[src/rtl/sonar_capture_pkg.sv]
// Shared types and constants for the sonar echo capture path.
package sonar_capture_pkg;

   typedef enum logic [1:0] {IDLE, DELAY, CAPTURE, FLUSH} cap_state_t;

   localparam int          SAMPLE_W = 16;
   localparam int          WORD_W   = 32;
   localparam logic [15:0] OVF_MAX  = 16'hFFFF;

endpackage

[src/rtl/axis_buf2.sv]
// Two-entry register FIFO with an AXI-Stream master side; it can accept
// a new entry while full provided the head is leaving in the same cycle.
module axis_buf2 #(
   parameter int DATA_W = 32
) (
   input  logic              clk,
   input  logic              rstn,
   input  logic              push_i,
   input  logic [DATA_W-1:0] data_i,
   input  logic              last_i,
   output logic              full_o,
   output logic [1:0]        level_o,
   output logic [DATA_W-1:0] m_tdata_o,
   output logic              m_tvalid_o,
   output logic              m_tlast_o,
   input  logic              m_tready_i
);

   logic [DATA_W-1:0] data_q [2];
   logic [1:0]        last_q;
   logic              wrPtr_q, wrPtr_d;
   logic              rdPtr_q, rdPtr_d;
   logic [1:0]        count_q, count_d;
   logic              doPush, doPop;

   always_comb begin
      doPop   = (count_q != 2'd0) && m_tready_i;
      doPush  = push_i && ((count_q != 2'd2) || m_tready_i);
      wrPtr_d = wrPtr_q ^ doPush;
      rdPtr_d = rdPtr_q ^ doPop;
      count_d = count_q;
      if (doPush && !doPop) begin
         count_d = count_q + 2'd1;
      end else if (doPop && !doPush) begin
         count_d = count_q - 2'd1;
      end
   end

   always_ff @(posedge clk) begin
      if (!rstn) begin
         data_q[0] <= '0;
         data_q[1] <= '0;
         last_q    <= '0;
         wrPtr_q   <= 1'b0;
         rdPtr_q   <= 1'b0;
         count_q   <= 2'd0;
      end else begin
         if (doPush) begin
            data_q[wrPtr_q] <= data_i;
            last_q[wrPtr_q] <= last_i;
         end
         wrPtr_q <= wrPtr_d;
         rdPtr_q <= rdPtr_d;
         count_q <= count_d;
      end
   end

   // tlast is gated so a stale flag never shows once the buffer has drained.
   assign m_tvalid_o = (count_q != 2'd0);
   assign m_tdata_o  = data_q[rdPtr_q];
   assign m_tlast_o  = m_tvalid_o && last_q[rdPtr_q];
   assign full_o     = (count_q == 2'd2);
   assign level_o    = count_q;

endmodule

[src/rtl/echo_capture_window.sv]
// Ping-triggered echo capture: blank cfg_delay samples, then pack cfg_len
// words of two samples each onto an AXI-Stream port, counting dropped words.
module echo_capture_window #(
   parameter int SAMPLE_W = 16,
   parameter int DELAY_W  = 16,
   parameter int LEN_W    = 16
) (
   input  logic                  clk,
   input  logic                  rstn,
   input  logic [SAMPLE_W-1:0]   adc_data,
   input  logic                  adc_valid,
   input  logic                  trig,
   input  logic [DELAY_W-1:0]    cfg_delay,
   input  logic [LEN_W-1:0]      cfg_len,
   output logic [2*SAMPLE_W-1:0] m_tdata,
   output logic                  m_tvalid,
   input  logic                  m_tready,
   output logic                  m_tlast,
   output logic                  busy,
   output logic                  done,
   output logic [15:0]           ovf_cnt
);

   import sonar_capture_pkg::*;

   cap_state_t            state_q, state_d;
   logic [DELAY_W-1:0]    delayCfg_q, delayCfg_d, delayCnt_q, delayCnt_d, delayCntInc;
   logic [LEN_W-1:0]      lenCfg_q, lenCfg_d, wordCnt_q, wordCnt_d, wordCntInc;
   logic                  phase_q, phase_d;
   logic [SAMPLE_W-1:0]   loSample_q, loSample_d;
   logic                  wordValid_q, wordValid_d;
   logic                  wordLast_q, wordLast_d;
   logic [2*SAMPLE_W-1:0] wordData_q, wordData_d;
   logic [15:0]           ovfCnt_q, ovfCnt_d;
   logic                  done_q, done_d;
   logic                  bufFull, bufAccept, bufPush, flushDone, trigAccept, wordFormed;
   logic [1:0]            bufLevel;

   assign delayCntInc = delayCnt_q + DELAY_W'(1);
   assign wordCntInc  = wordCnt_q + LEN_W'(1);
   assign trigAccept  = (state_q == IDLE) && trig;
   assign wordFormed  = (state_q == CAPTURE) && adc_valid && phase_q;
   assign bufAccept   = !bufFull || m_tready;
   assign bufPush     = wordValid_q && bufAccept;
   // Drained once nothing is pending and the buffer is, or is about to be, empty.
   assign flushDone   = !wordValid_q &&
                        ((bufLevel == 2'd0) || ((bufLevel == 2'd1) && m_tready));

   always_ff @(posedge clk) begin
      if (!rstn) begin
         state_q <= IDLE;
      end else begin
         state_q <= state_d;
      end
   end

   always_comb begin
      state_d = state_q;
      case (state_q)
         IDLE:    if (trig) state_d = (cfg_delay == '0) ? CAPTURE : DELAY;
         DELAY:   if (adc_valid && (delayCntInc == delayCfg_q)) state_d = CAPTURE;
         CAPTURE: if (wordFormed && (wordCntInc == lenCfg_q)) state_d = FLUSH;
         FLUSH:   if (flushDone) state_d = IDLE;
         default: state_d = IDLE;
      endcase
   end

   always_comb begin
      busy    = (state_q != IDLE);
      done    = done_q;
      ovf_cnt = ovfCnt_q;
   end

   always_comb begin
      delayCfg_d  = delayCfg_q;
      lenCfg_d    = lenCfg_q;
      delayCnt_d  = delayCnt_q;
      wordCnt_d   = wordCnt_q;
      phase_d     = phase_q;
      loSample_d  = loSample_q;
      wordValid_d = wordValid_q;
      wordLast_d  = wordLast_q;
      wordData_d  = wordData_q;
      ovfCnt_d    = ovfCnt_q;
      done_d      = (state_q == FLUSH) && flushDone;

      if (trigAccept) begin
         delayCfg_d = cfg_delay;
         lenCfg_d   = (cfg_len == '0) ? LEN_W'(1) : cfg_len;
         delayCnt_d = '0;
         wordCnt_d  = '0;
         phase_d    = 1'b0;
         ovfCnt_d   = '0;
      end

      if ((state_q == DELAY) && adc_valid) begin
         delayCnt_d = delayCntInc;
      end

      if ((state_q == CAPTURE) && adc_valid) begin
         phase_d = ~phase_q;
         if (!phase_q) begin
            loSample_d = adc_data;
         end
      end

      // The final word waits in the word register; earlier words are dropped.
      if (wordValid_q) begin
         if (bufAccept) begin
            wordValid_d = 1'b0;
         end else if (!wordLast_q) begin
            wordValid_d = 1'b0;
            if (ovfCnt_q != OVF_MAX) begin
               ovfCnt_d = ovfCnt_q + 16'd1;
            end
         end
      end

      if (wordFormed) begin
         wordValid_d = 1'b1;
         wordData_d  = {adc_data, loSample_q};
         wordLast_d  = (wordCntInc == lenCfg_q);
         wordCnt_d   = wordCntInc;
      end
   end

   always_ff @(posedge clk) begin
      if (!rstn) begin
         delayCfg_q  <= '0;
         lenCfg_q    <= '0;
         delayCnt_q  <= '0;
         wordCnt_q   <= '0;
         phase_q     <= 1'b0;
         loSample_q  <= '0;
         wordValid_q <= 1'b0;
         wordLast_q  <= 1'b0;
         wordData_q  <= '0;
         ovfCnt_q    <= '0;
         done_q      <= 1'b0;
      end else begin
         delayCfg_q  <= delayCfg_d;
         lenCfg_q    <= lenCfg_d;
         delayCnt_q  <= delayCnt_d;
         wordCnt_q   <= wordCnt_d;
         phase_q     <= phase_d;
         loSample_q  <= loSample_d;
         wordValid_q <= wordValid_d;
         wordLast_q  <= wordLast_d;
         wordData_q  <= wordData_d;
         ovfCnt_q    <= ovfCnt_d;
         done_q      <= done_d;
      end
   end

   axis_buf2 #(
      .DATA_W (2*SAMPLE_W)
   ) u_buf (
      .clk        (clk),
      .rstn       (rstn),
      .push_i     (bufPush),
      .data_i     (wordData_q),
      .last_i     (wordLast_q),
      .full_o     (bufFull),
      .level_o    (bufLevel),
      .m_tdata_o  (m_tdata),
      .m_tvalid_o (m_tvalid),
      .m_tlast_o  (m_tlast),
      .m_tready_i (m_tready)
   );

endmodule

[config.mk]
export PLATFORM = sky130hd
export DESIGN_NAME = echo_capture_window
export DESIGN_NICKNAME = d
export VERILOG_FILES = /design/src/rtl/sonar_capture_pkg.sv /design/src/rtl/axis_buf2.sv /design/src/rtl/echo_capture_window.sv
export SDC_FILE = /design/constraint.sdc
export NUM_CORES = 1
export LEC_CHECK = 0
export BUFFER_PORTS_ARGS = -buffer_cell sky130_fd_sc_hd__buf_4
export CORE_UTILIZATION = 50
export CTS_CLUSTER_DIAMETER = 30
export CTS_CLUSTER_SIZE = 24
export DETAILED_ROUTE_END_ITERATION = 10
export PLACE_DENSITY = 0.72
export SKIP_CTS_REPAIR_TIMING = 1
export SLEW_MARGIN = 30
export SYNTH_ARGS = -nofsm -noshare
export SYNTH_HDL_FRONTEND = slang
export SYNTH_SLANG_ARGS = --single-unit
[constraint.sdc]
create_clock -name clk -period 3.4 [get_ports clk]
set_input_delay 0.51 -clock clk [delete_from_list [all_inputs] [get_ports clk]]
set_output_delay 0.51 -clock clk [all_outputs]
set_load 0.01 [all_outputs]
# Word-level counts from Yosys, hierarchy flattened
# Memories as Yosys holds them, arrays and structs flattened. A register that Yosys moved wholly into a read port is not among the register bits.
# Cells that the tools add are included.
dict set report classes {
  addsub 5
  magnitude_cmp 3
  eq_ne 13
  mux 36
  bitwise_logic 3
  reduce_logical 36
}
# op count
set ops {}
lappend ops {{16-bit 2-to-1 mux} 9}
lappend ops {{16-bit by 1-bit adder with 16-bit output (second input constant)} 3}
lappend ops {{16-bit == test} 2}
lappend ops {{16-bit zero test} 2}
lappend ops {{32-bit 2-to-1 mux} 1}
lappend ops {{32-bit OR reduction} 1}
lappend ops {{1-bit logical AND} 16}
lappend ops {{1-bit 2-to-1 mux} 16}
lappend ops {{16-bit != test (second input constant)} 1}
lappend ops {{2-bit 2-to-1 mux} 7}
lappend ops {{2-bit nonzero test} 6}
lappend ops {{2-bit != test (second input constant)} 5}
lappend ops {{2-bit one-hot mux with 4 select lines} 1}
lappend ops {{2-bit == test (second input constant)} 3}
lappend ops {{2-bit by 1-bit == test with 1-bit output (second input constant)} 2}
lappend ops {{1-bit zero test} 4}
lappend ops {{2-bit zero test} 2}
lappend ops {{1-bit by 2-bit less-than comparator with 1-bit output (second input constant)} 2}
lappend ops {{4-bit AND reduction} 1}
lappend ops {{1-bit logical OR} 3}
lappend ops {{2-bit by 1-bit adder with 2-bit output (second input constant)} 1}
lappend ops {{2-bit bitwise mux} 1}
lappend ops {{2-bit AND reduction} 1}
lappend ops {{2-bit by 1-bit subtractor with 2-bit output (second input constant)} 1}
lappend ops {{4 further kinds} 5}
dict set report totals {
  regBits 140
  ramBits 64
  output_inout_bits 52
  memories 1
}
# memory words width rd rd_clocked_by_memory_dff write_ports line
set memory_table {}
lappend memory_table {u_buf.data_q 2 32 1 1 2 axis_buf2.sv:19} ;# logic [DATA_W-1:0] data_q [2];

# Depth between registers and ports, before layout
# Gate-level depths: netlist of run 1.
dict set report logic_depth {
  depth_word 10
  depth_mapped 10
  depth_no_buf 9
}

# Modules after synthesis
# From an unflattened synthesis of run 1, not the netlist that was laid out.
dict set report hier_totals {
  hier_cells 1090
  hier_area_um2 10012.1
}
# mod n_inst cells_each area_per_inst_um2 seq_area_each_um2
set modules_own_cells {}
lappend modules_own_cells {echo_capture_window 1 873 6855.3 2682.6}
lappend modules_own_cells {axis_buf2 1 217 3156.8 2062.0}

# Worst setup path before layout of run 1
# OpenSTA, ideal clock, no wires.
dict set report synth_timing {
  path_kind {reg2reg}
  from {register u_buf.count_q[0], in the netlist u_buf.level_o[0]}
  to {memory u_buf.data_q[0][0], enable pin}
  arrival_ns 3.273
  t_required_ns 2.934
  path_slack_ns -0.338
  path_stages_with_launch 7
  path_buffers 0
  cell_sequence {dfxtp_1 inv_1 ha_1 nand2b_1 and2_1 nand2_1 o21ai_0}
}
# item line
set synth_lines {}
lappend synth_lines {{from (decl)} axis_buf2.sv:23} ;# logic [1:0] count_q, count_d;
lappend synth_lines {{from (signal assigned)} axis_buf2.sv:54} ;# count_q <= count_d;
lappend synth_lines {{to (decl)} axis_buf2.sv:19}

# Final worst setup path of run 1
dict set report layout_timing {
  from {register wordCnt_q[0]}
  to {register state_q[1]}
}
dict set report layout_between {
  elab_chain_cells 5
}
# item line
set layout_rtl {}
lappend layout_rtl {{from (decl)} echo_capture_window.sv:28} ;# logic [LEN_W-1:0] lenCfg_q, lenCfg_d, wordCnt_q, wordCnt_d, wordCntInc;
lappend layout_rtl {{from (signal assigned)} echo_capture_window.sv:144} ;# wordCnt_q <= wordCnt_d;
lappend layout_rtl {{16-bit by 1-bit adder with 16-bit output} echo_capture_window.sv:40} ;# assign wordCntInc = wordCnt_q + LEN_W'(1);
lappend layout_rtl {{16-bit == test} echo_capture_window.sv:62} ;# CAPTURE: if (wordFormed && (wordCntInc == lenCfg_q)) state_d = FLUSH;
lappend layout_rtl {{1-bit logical AND} echo_capture_window.sv:62}
lappend layout_rtl {{2-bit != test (no line)} n/a}
lappend layout_rtl {{4-bit AND reduction (no line)} n/a}
lappend layout_rtl {{to (signal assigned)} echo_capture_window.sv:53} ;# state_q <= state_d;
lappend layout_rtl {{to (decl)} echo_capture_window.sv:26} ;# cap_state_t state_q, state_d;
# Every way passes these cells.
# A chain may end at the register's enable or synchronous reset.

==> reports/metrics.cfg, run 1 <==
[outcome]
status=finished clean

[worst_setup_path]
start_kind=flop
r2r-end=state_q[1]$_SDFFE_PN0P_
path_class=reg2reg
timing.rr.start=wordCnt_q[0]$_SDFFE_PN0P_
endpoint_kind=flop
critPathArrivalTime_ns=3.36
cp_max_fo=9
reg2reg_setup_slack_ns=0.47
crit_chain=ha_1 > nand4_1 > or3_1 > or4b_1 > a31oi_1 > o2111ai_1 > a22oi_2 > mux2i_1
ff2ff_path_depth=8
slowest_delay_ns=0.52
cp.required_ns=3.84
cp_slowest_cell=or3_1

[die]
pin_count=105
dieArea_mm2=0.01987
fp.dieH_um=140.9
die_w_um=140.9
initial_utilization_pct=51.26
coreArea_mm2=0.01883
rows=50

[logic_synthesis]
synthCells=1089
synth_area_mm2=0.009653
synth.ff_latch_count=205
synth_nets=1156
synth_edf_count=64
async_flop_share_pct=0
syn_area_per_cell_um2=8.864
yosysUniqueCellTypes=58
synthFlopType=dfxtp_1
synth_warnings=0
seq_area_frac_synth_pct=49.15

[final_layout]
n_fill_cell=1626
final_layout_size_suffix_gt1_share_pct=19.21
antennaDiodeCount=0
area_growth_pct=22.49
fin_nets=1236
fin_util_pct=62.79

[timing]
rsz0062_at_grt=no
drv_slew=0
max_freq_mhz=341.7
worst_slack_ns=0.4731
fin_crit_ns=2.927
worst_pin_slew_ns=0.8959
final-hold-violation-count=0
maxSlewHeadroom_pct=40.13
period_share_pct=86.09
finalSetupViolCount=0
setup-tns-final_ns=0
fin_skew_ns=0.03104

[placement]
portBuffers=104
place_congestion=0.8564
dp_slack_ns=0.4991
dp_hpwl_um=14460

[grt]
grt_max_degree=75
track_usage_pct=23.27
grt_pass1_vias=7534
antenna_found_initial=0
grt_pass1_wl_um=37190
grt-ovfl-total=0

[drt]
drtIter0Drc=658
vias_per_cell=5.539
dr.pass1.iters=5
wl_per_cell_um=15.65
wl_um=22800
drc=0
routed.top_layer=met4
met1_length_um=9850
wl_met2_um=10950
ant_nets=0
vias=8070
dr_wl_met3_um=1369

[clock_network]
max-clock-path-buffers=3
insertion_delay_ns=0.52
clockRootBuffer=clkbuf_16
htree_levels=2
numClockSinks=205
cts_tree=done
path_clk_slew_ns=0.06
cts_buffers=37

[min_path]
min_to=wordData_q[24]$_SDFFE_PN0P_
holdPathStages=3
min-delay-start=adc_data[8]
hp-class=in2reg

[flow_run]
maxCapViolations=0

[power]
power_density_mw_per_mm2=598.3
power_leakage_nw=4.446
peakVddDrop_mv=0.4218

==> synthesized netlist by cell type (all sizes together), types with 3 or more instances <==
cell | number | area [µm²]
ha | 14 | 175.2
clkbuf | 48 | 181.4
nand2 | 208 | 780.8
nor2b | 4 | 25.02
or3 | 19 | 118.9
inv | 16 | 60.06
o221ai | 3 | 26.28
nor4 | 14 | 93.84
mux2i | 10 | 100.1
o21ai | 39 | 195.2
o211ai | 4 | 30.03
nand3b | 6 | 45.04
buf | 30 | 135.1
and2 | 71 | 444.2
nand4 | 13 | 81.33
nor2 | 57 | 214.0
o2111ai | 3 | 26.28
and4 | 5 | 43.79
dfxtp | 141 | 2823
a21oi | 143 | 715.7
a31oi | 5 | 31.28
or4 | 5 | 37.54
xnor2 | 26 | 227.7
a2111oi | 3 | 26.28
nand4b | 3 | 26.28
nand3 | 30 | 155.1
edfxtp | 64 | 1922
xor2 | 20 | 175.2
mux2 | 33 | 371.6
and3 | 9 | 56.30
nor3 | 15 | 75.07
==> worst max-delay path: cells and delay by family (launching register included) <==
| family | cells | cell delay [ns] |
|---|---|---|
| mux | 1 | 0.20 |
| compound gates | 3 | 0.65 |
| flops | 1 | 0.43 |
| fa+ha+maj | 1 | 0.38 |
| simple gates | 3 | 1.18 |
==> cell families (layout without fill, tap and decap cells) <==
group | Yosys count | in the layout | synth area share [%]
flip-flops | 205 | 205 | 49.15
multiplexers | 43 | 43 | 4.887
buffers and inverters | 94 | 202 | 3.901
AND/OR/NAND/NOR | 471 | 471 | 23.76
XOR/XNOR | 46 | 46 | 4.174
AO/OA/AOI/OAI | 216 | 216 | 12.31
adder cells (fa/ha/maj) | 14 | 14 | 1.815
==> report_power, final <==
group | internal [W] | switching [W]
combinational | 0.000284 | 0.000457
sequential | 0.00262 | 0.0000750
clock | 0.00231 | 0.00132
total | 0.00522 | 0.00185
==> sequential cells by signal, summed over array words and instances, names as in the netlist, named ones only <==
| signal | cells |
|---|---|
| delayCfg_q | 16 |
| delayCnt_q | 16 |
| done | 1 |
| lenCfg_q | 16 |
| loSample_q | 16 |
| ovf_cnt | 16 |
| phase_q | 1 |
| state_q | 2 |
| u_buf.data_q | 64 |
| u_buf.last_q | 2 |
| u_buf.level_o | 2 |
| u_buf.rdPtr_q | 1 |
| u_buf.wrPtr_q | 1 |
| wordCnt_q | 16 |
| wordData_q | 32 |
| wordLast_q | 1 |
| wordValid_q | 1 |
==> metrics by stage <==
step | instance area, µm² | power [W] | hold WS [ns] | cells
after CTS | 11820 | 0.007126 | 0.2323 | 1457
after global routing | 11820 | 0.007338 | 0.2463 | 1457
final | 11820 | 0.007074 | 0.2486 | 1457
after global placement | 10570 | 0.003466 | 0.4381 | 1390
after detailed placement | 10570 | 0.003477 | 0.4448 | 1390
after floorplan | 9653 | 0.003216 | 0.4321 | 1089
==> layout by cell type (no fill, tap or decap), types with 6 or more instances in the layout <==
master and instances:
nor3_1 15, nor2_1 57, xnor2_1 26, xor2_1 20, or3_1 19, buf_4 119
dfxtp_1 141, edfxtp_1 64, nor4_1 13, a21oi_1 143, clkbuf_16 37, nand3b_1 6
inv_6 8, o21ai_0 37, nand4_1 13, mux2i_1 10, ha_1 14, inv_1 14
mux2_2 33, clkinv_4 7, and3_1 9, nand3_1 28, nand2_1 208, and2_1 71
==> how the worst max path moves through the flow <==
stage                                  startpoint                          endpoint  cells after the start
floorplan           u_buf.level_o[0]$_SDFFE_PN0P_  u_buf.data_q[0][0]$_SDFFCE_PN0P_                      6
global placement        wordCnt_q[0]$_SDFFE_PN0P_           state_q[0]$_SDFFE_PN0P_                      8
detailed placement      wordCnt_q[0]$_SDFFE_PN0P_           state_q[1]$_SDFFE_PN0P_                      8
CTS                     wordCnt_q[0]$_SDFFE_PN0P_           state_q[1]$_SDFFE_PN0P_                      8
global route                ovf_cnt[0]$_SDFF_PN0_             ovf_cnt[6]$_SDFF_PN0_                      8
finish                  wordCnt_q[0]$_SDFFE_PN0P_           state_q[1]$_SDFFE_PN0P_                      8
==> final cells by class <==
cell class                 count  area, µm²  share of cell area, %
clock buffer                  40      957.2                  8.095
sequential                   205       4745                  40.13
timing repair buffer         119      893.4                  7.556
inverter                      16      62.56                 0.5291
multi-input combinational    790       4544                  38.43
clock inverter                27      296.5                  2.508
tap                          260      325.3                  2.751
==> per-layer routing <==
| layer | global-route usage, % | vias up |
|---|---|---|
| met2 | 39.64 | 265 |
| met5 | 0 | - |
| met1 | 29.50 | 3791 |
| li1 | - | 3967 |
| met4 | 8.810 | 0 |
| met3 | 4.042 | 47 |
Note: power is estimated with default switching activity, not from simulation.
==> run 2: changes to the inputs <==
--- a/config.mk
+++ b/config.mk
@@ -6,6 +6,7 @@
 export NUM_CORES = 1
 export LEC_CHECK = 0
 export BUFFER_PORTS_ARGS = -buffer_cell sky130_fd_sc_hd__buf_4
+export CORE_ASPECT_RATIO = 0.9
 export CORE_UTILIZATION = 50
 export CTS_CLUSTER_DIAMETER = 30
 export CTS_CLUSTER_SIZE = 24
==> reports/metrics.cfg, run 2 (synthesis results as in run 1) <==
[power]
power_density_mw_per_mm2=625.8  ; was 598.3 mW/mm²
seq_power_share_pct=36.0  ; was 38.1%
clkPwrFrac_pct=54.3  ; was 51.4%
peakVddDrop_mv=0.4652  ; was 0.4218 mV
internal_power_w=0.005609  ; was 0.005220 W
power_switching_w=0.001884  ; was 0.001854 W
p_sw_share_pct=25.14  ; was 26.21%
power_leakage_nw=4.534  ; was 4.446 nW
combPwrFrac_pct=9.7  ; was 10.5%
fin_total_pwr_w=0.007492  ; was 0.007074 W

[timing]
drv_slew=0  ; unchanged
maxSlewHeadroom_pct=38.91  ; was 40.13%
rsz0062_at_grt=no  ; unchanged
setup-tns-final_ns=0  ; unchanged
fin_hold_ws_ns=0.2391  ; was 0.2486 ns
fin_crit_ns=3.000  ; was 2.927 ns
final-hold-violation-count=0  ; unchanged
worst_pin_slew_ns=0.9163  ; was 0.8959 ns
max_freq_mhz=333.3  ; was 341.7 MHz
period_share_pct=88.24  ; was 86.09%
finalSetupViolCount=0  ; unchanged
worst_slack_ns=0.4000  ; was 0.4731 ns
fin_skew_ns=0.02068  ; was 0.03104 ns

[drt]
vias_per_cell=5.536  ; was 5.539
routed.top_layer=met4  ; unchanged
wl_met2_um=10350  ; was 10950 µm
drtIter0Drc=556  ; was 658
ant_nets=0  ; unchanged
wl_per_cell_um=15.57  ; was 15.65 µm
met1_length_um=10520  ; was 9850 µm
dr_wl_met3_um=1100  ; was 1369 µm
wl_um=22530  ; was 22800 µm
drc=0  ; unchanged
vias=8011  ; was 8070
dr.pass1.iters=5  ; unchanged

[worst_setup_path]
cp.required_ns=3.84  ; about the same
slowest_delay_ns=0.52  ; about the same
start_kind=flop  ; unchanged
critPathArrivalTime_ns=3.44  ; was 3.36 ns
path_class=reg2reg  ; unchanged
ff2ff_path_depth=8  ; unchanged
cp_max_fo=9  ; unchanged
path_buf_inv=0  ; unchanged
endpoint_kind=flop  ; unchanged
reg2reg_setup_slack_ns=0.40  ; was 0.47 ns
cp_num_cells=8  ; unchanged
cp_slowest_cell=or3_1  ; unchanged
timing.rr.start=wordCnt_q[0]$_SDFFE_PN0P_  ; unchanged
r2r-end=state_q[1]$_SDFFE_PN0P_  ; unchanged
cp_top_family=simple AND/OR/NAND/NOR gates  ; unchanged
crit_chain=ha_1 > nand4_1 > or3_1 > or4b_1 > a31oi_1 > o2111ai_1 > a22oi_2 > mux2i_1  ; unchanged

[final_layout]
largest_reg_flops=64  ; unchanged
antennaDiodeCount=0  ; unchanged
final_layout_size_suffix_gt1_share_pct=19.55  ; was 19.21%
final_common_cell=nand2_1  ; unchanged
area_growth_pct=24.02  ; was 22.49%
reg_top3=u_buf.data_q x64, wordData_q x32  ; unchanged
final_cell_mix=nand2_1, a21oi_1, dfxtp_1, buf_4, and2_1  ; unchanged
fin_nets=1239  ; was 1236
fin_util_pct=64.22  ; was 62.79%
regMostFlops=u_buf.data_q  ; unchanged

[clock_network]
clockRootBuffer=clkbuf_16  ; unchanged
htree_levels=2  ; unchanged
numClockSinks=205  ; unchanged
cts_buffers=40  ; was 37
cts_tree=done  ; unchanged
max-clock-path-buffers=3  ; unchanged
insertion_delay_ns=0.53  ; was 0.52 ns
path_clk_slew_ns=0.06  ; about the same

[grt]
antenna_found_initial=0  ; unchanged
grt_max_degree=75  ; unchanged
grt_pass1_vias=7448  ; was 7534
grt-ovfl-total=0  ; unchanged
grt_pass1_wl_um=36570  ; was 37190 µm
track_usage_pct=22.87  ; was 23.27%

[die]
rows=47  ; was 50
die_w_um=148.5  ; was 140.9 µm
coreArea_mm2=0.01864  ; was 0.01883 mm²
pin_count=105  ; unchanged
dieArea_mm2=0.01987  ; about the same
initial_utilization_pct=51.78  ; was 51.26%
fp.dieH_um=133.8  ; was 140.9 µm

[placement]
portBuffers=104  ; unchanged
place_congestion=0.8609  ; was 0.8564
dp_hpwl_um=14330  ; was 14460 µm
dp_slack_ns=0.4278  ; was 0.4991 ns

[outcome]
status=finished clean  ; unchanged

[flow_run]
maxCapViolations=0  ; unchanged

[min_path]
holdPathStages=3  ; unchanged
min_to=wordData_q[19]$_SDFFE_PN0P_  ; was wordData_q[24]$_SDFFE_PN0P_
hp-class=in2reg  ; unchanged
min-delay-start=adc_data[3]  ; was adc_data[8]

==> run 2: cell types whose count changed in the layout (fill, tap and decap cells not counted) <==
cell	previous run	this run
clkbuf_16	37	42
clkinv_2	4	6
inv_6	8	5
inv_4	1	2
clkinv_4	7	3
bufinv_16	3	5
inv_16	0	1
clkinv_8	2	1
inv_8	0	2
==> run 2: how the worst max path moves through the flow <==
stage,from,endpoint,slack [ns]
finish,wordCnt_q[0]$_SDFFE_PN0P_,state_q[1]$_SDFFE_PN0P_,0.40
global route,wordCnt_q[0]$_SDFFE_PN0P_,state_q[1]$_SDFFE_PN0P_,0.20
CTS,wordCnt_q[0]$_SDFFE_PN0P_,state_q[1]$_SDFFE_PN0P_,0.41
detailed placement,wordCnt_q[0]$_SDFFE_PN0P_,state_q[1]$_SDFFE_PN0P_,0.43
global placement,wordCnt_q[0]$_SDFFE_PN0P_,state_q[0]$_SDFFE_PN0P_,0.51
floorplan,u_buf.level_o[0]$_SDFFE_PN0P_,u_buf.data_q[0][0]$_SDFFCE_PN0P_,-0.34
==> run 2: worst register-to-register path, stage by stage, from the launching register on <==
cell       delay [ns]
dfxtp_1          0.44
ha_1             0.41
nand4_1          0.18
or3_1            0.52
or4b_1           0.50
a31oi_1          0.16
o2111ai_1        0.21
a22oi_2          0.31
mux2i_1          0.20
==> run 2: through the flow <==
| stage | cells | area [µm²] |
|---|---|---|
| after CTS | 1447 | 11970 |
| after global placement | 1375 | 10550 |
| after global routing | 1447 | 11970 |
| after floorplan | 1089 | 9653 |
| final | 1447 | 11970 |
| after detailed placement | 1375 | 10550 |
==> run 2: cell type report <==
| type | instances | area, µm² |
|---|---|---|
| clock inverter | 27 | 337.8 |
| fill | 1521 | 6670 |
| sequential | 205 | 4745 |
| inverter | 16 | 62.56 |
| timing repair buffer | 119 | 893.4 |
| clock buffer | 45 | 1082 |
| multi-input combinational | 790 | 4544 |
| tap | 245 | 306.5 |
==> run 2: power by group through the flow <==
stage | logic (W) | clock network, W | registers [W]
finish | 0.000723 | 0.00407 | 0.00270
CTS | 0.000724 | 0.00412 | 0.00270
floorplan | 0.000494 | 0 | 0.00272
detailed placement | 0.000717 | 0 | 0.00274
global placement | 0.000710 | 0 | 0.00274
global route | 0.000804 | 0.00423 | 0.00271
==> run 2: routing by layer <==
metal	global-route usage [%]	up-vias
met5	0	-
met4	8.648	0
met3	3.776	45
met2	36.92	209
met1	30.77	3793
li1	-	3964
==> run 3: changes to the inputs <==
--- a/config.mk
+++ b/config.mk
@@ -8,6 +8,7 @@
 export BUFFER_PORTS_ARGS = -buffer_cell sky130_fd_sc_hd__buf_4
 export CORE_ASPECT_RATIO = 0.9
 export CORE_UTILIZATION = 50
+export CTS_BUF_LIST = sky130_fd_sc_hd__clkbuf_8
 export CTS_CLUSTER_DIAMETER = 30
 export CTS_CLUSTER_SIZE = 24
 export DETAILED_ROUTE_END_ITERATION = 10
==> reports/metrics.cfg, run 3 (synthesis results as in run 1) <==
[clock_network]
insertion_delay_ns=0.56  ; was 0.53 ns
htree_levels=2  ; unchanged
cts_tree=done  ; unchanged
clockRootBuffer=clkbuf_8  ; was clkbuf_16
max-clock-path-buffers=3  ; unchanged
path_clk_slew_ns=0.07  ; was 0.06 ns
numClockSinks=205  ; unchanged
cts_buffers=40  ; unchanged

[power]
internal_power_w=0.004640  ; was 0.005609 W
clkPwrFrac_pct=46.1  ; was 54.3%
combPwrFrac_pct=11.3  ; was 9.7%
p_sw_share_pct=26.70  ; was 25.14%
seq_power_share_pct=42.5  ; was 36.0%
fin_total_pwr_w=0.006331  ; was 0.007492 W
power_leakage_nw=4.326  ; was 4.534 nW
power_switching_w=0.001691  ; was 0.001884 W
peakVddDrop_mv=0.2583  ; was 0.4652 mV
power_density_mw_per_mm2=549.9  ; was 625.8 mW/mm²

[worst_setup_path]
critPathArrivalTime_ns=3.49  ; was 3.44 ns
timing.rr.start=wordCnt_q[0]$_SDFFE_PN0P_  ; unchanged
ff2ff_path_depth=8  ; unchanged
start_kind=flop  ; unchanged
endpoint_kind=flop  ; unchanged
reg2reg_setup_slack_ns=0.38  ; was 0.40 ns
path_class=reg2reg  ; unchanged
cp_max_fo=9  ; unchanged
cp.required_ns=3.87  ; was 3.84 ns
r2r-end=state_q[1]$_SDFFE_PN0P_  ; unchanged

[drt]
drtIter0Drc=478  ; was 556
ant_nets=0  ; unchanged
dr.pass1.iters=5  ; unchanged
vias=7893  ; was 8011
wl_um=22060  ; was 22530 µm
drc=0  ; unchanged
wl_per_cell_um=15.24  ; was 15.57 µm
vias_per_cell=5.455  ; was 5.536

[final_layout]
reg_top3=u_buf.data_q x64, wordData_q x32  ; unchanged
antennaDiodeCount=0  ; unchanged
final_common_cell=nand2_1  ; unchanged
area_growth_pct=19.27  ; was 24.02%
fin_nets=1239  ; unchanged
fin_util_pct=61.76  ; was 64.22%
largest_reg_flops=64  ; unchanged
n_fill_cell=1595  ; was 1521
multi_input_area_mm2=0.004544  ; unchanged
seqCellArea_mm2=0.004745  ; unchanged
final_layout_size_suffix_gt1_share_pct=19.55  ; unchanged
regMostFlops=u_buf.data_q  ; unchanged
final_cells=1447  ; unchanged
final_cell_mix=nand2_1, a21oi_1, dfxtp_1, buf_4, and2_1  ; unchanged
fin_area_mm2=0.01151  ; was 0.01197 mm²

[timing]
fin_skew_ns=0.02700  ; was 0.02068 ns
max_freq_mhz=331.1  ; was 333.3 MHz
period_share_pct=88.82  ; was 88.24%
drv_slew=0  ; unchanged
maxSlewHeadroom_pct=40.51  ; was 38.91%
rsz0062_at_grt=no  ; unchanged
worst_pin_slew_ns=0.8923  ; was 0.9163 ns
fin_crit_ns=3.020  ; was 3.000 ns
final-hold-violation-count=0  ; unchanged
worst_slack_ns=0.3800  ; was 0.4000 ns
finalSetupViolCount=0  ; unchanged

[grt]
grt_pass1_wl_um=35870  ; was 36570 µm
grt-ovfl-total=0  ; unchanged
grt_pass1_vias=7345  ; was 7448
grt_max_degree=75  ; unchanged
antenna_found_initial=0  ; unchanged
track_usage_pct=22.44  ; was 22.87%

[flow_run]
maxCapViolations=0  ; unchanged

[die]
fp.dieH_um=133.8  ; unchanged
dieArea_mm2=0.01987  ; unchanged
rows=47  ; unchanged
pin_count=105  ; unchanged
die_w_um=148.5  ; unchanged
coreArea_mm2=0.01864  ; unchanged
initial_utilization_pct=51.78  ; unchanged

[min_path]
min-delay-start=adc_data[3]  ; unchanged
hp-class=in2reg  ; unchanged
min_to=loSample_q[3]$_SDFFE_PN0P_  ; was wordData_q[19]$_SDFFE_PN0P_
holdPathStages=3  ; unchanged

[placement]
portBuffers=104  ; unchanged
dp_slack_ns=0.4278  ; unchanged
dpl-instance-area_mm2=0.01055  ; unchanged
place_congestion=0.8609  ; unchanged
dp_hpwl_um=14330  ; unchanged
dp_cells=1375  ; unchanged

[outcome]
status=finished clean  ; unchanged

[run 3: through the flow]
stage	hold slack, ns	TNS [ns]
6_report	0.2015	0
5_1_grt	0.2092	0
4_1_cts	0.1802	0
3_5_place_dp	0.4435	0
3_3_place_gp	0.4373	0
2_1_floorplan	0.4321	-21.64
[run 3: critical path, cell delays in order, from the launching register on]
cell and delay (ns):
dfxtp_1 0.45, ha_1 0.41, nand4_1 0.18, or3_1 0.52, or4b_1 0.50, a31oi_1 0.16
o2111ai_1 0.21, a22oi_2 0.32, mux2i_1 0.20
[run 3: final cells by class]
class | count | share of cell area [%]
tap | 245 | 2.662
timing repair buffer | 119 | 7.759
clock buffer | 42 | 5.021
multi-input combinational | 790 | 39.47
inverter | 16 | 0.5434
clock inverter | 30 | 3.336
sequential | 205 | 41.21
[run 3: how the worst max path moves through the flow]
stage	endpoint	from	depth (start not counted)	slack, ns
CTS	state_q[1]$_SDFFE_PN0P_	wordCnt_q[0]$_SDFFE_PN0P_	8	0.41
floorplan	u_buf.data_q[0][0]$_SDFFCE_PN0P_	u_buf.level_o[0]$_SDFFE_PN0P_	6	-0.34
finish	state_q[1]$_SDFFE_PN0P_	wordCnt_q[0]$_SDFFE_PN0P_	8	0.38
global placement	state_q[0]$_SDFFE_PN0P_	wordCnt_q[0]$_SDFFE_PN0P_	8	0.51
detailed placement	state_q[1]$_SDFFE_PN0P_	wordCnt_q[0]$_SDFFE_PN0P_	8	0.43
global route	state_q[1]$_SDFFE_PN0P_	wordCnt_q[0]$_SDFFE_PN0P_	8	0.20
[run 3: layer usage]
layer / up-vias / track usage (%) / wire [µm] / part of all wire (%)
met1: 3717 / 30.34 / 10410 / 47
li1: 3957 / - / - / -
met2: 188 / 36.34 / 10200 / 46
met3: 31 / 3.776 / 1079 / 4.9
met4: 0 / 7.732 / 372 / 1.7
met5: - / 0 / 0 / 0
[run 3: power by group through the flow]
| stage | Combinational, W | Clock [W] | Sequential (W) |
|---|---|---|---|
| 2_1_floorplan | 0.000494 | 0 | 0.00272 |
| 3_3_place_gp | 0.000710 | 0 | 0.00274 |
| 3_5_place_dp | 0.000717 | 0 | 0.00274 |
| 4_1_cts | 0.000722 | 0.00297 | 0.00269 |
| 5_1_grt | 0.000802 | 0.00308 | 0.00270 |
| 6_report | 0.000718 | 0.00292 | 0.00269 |
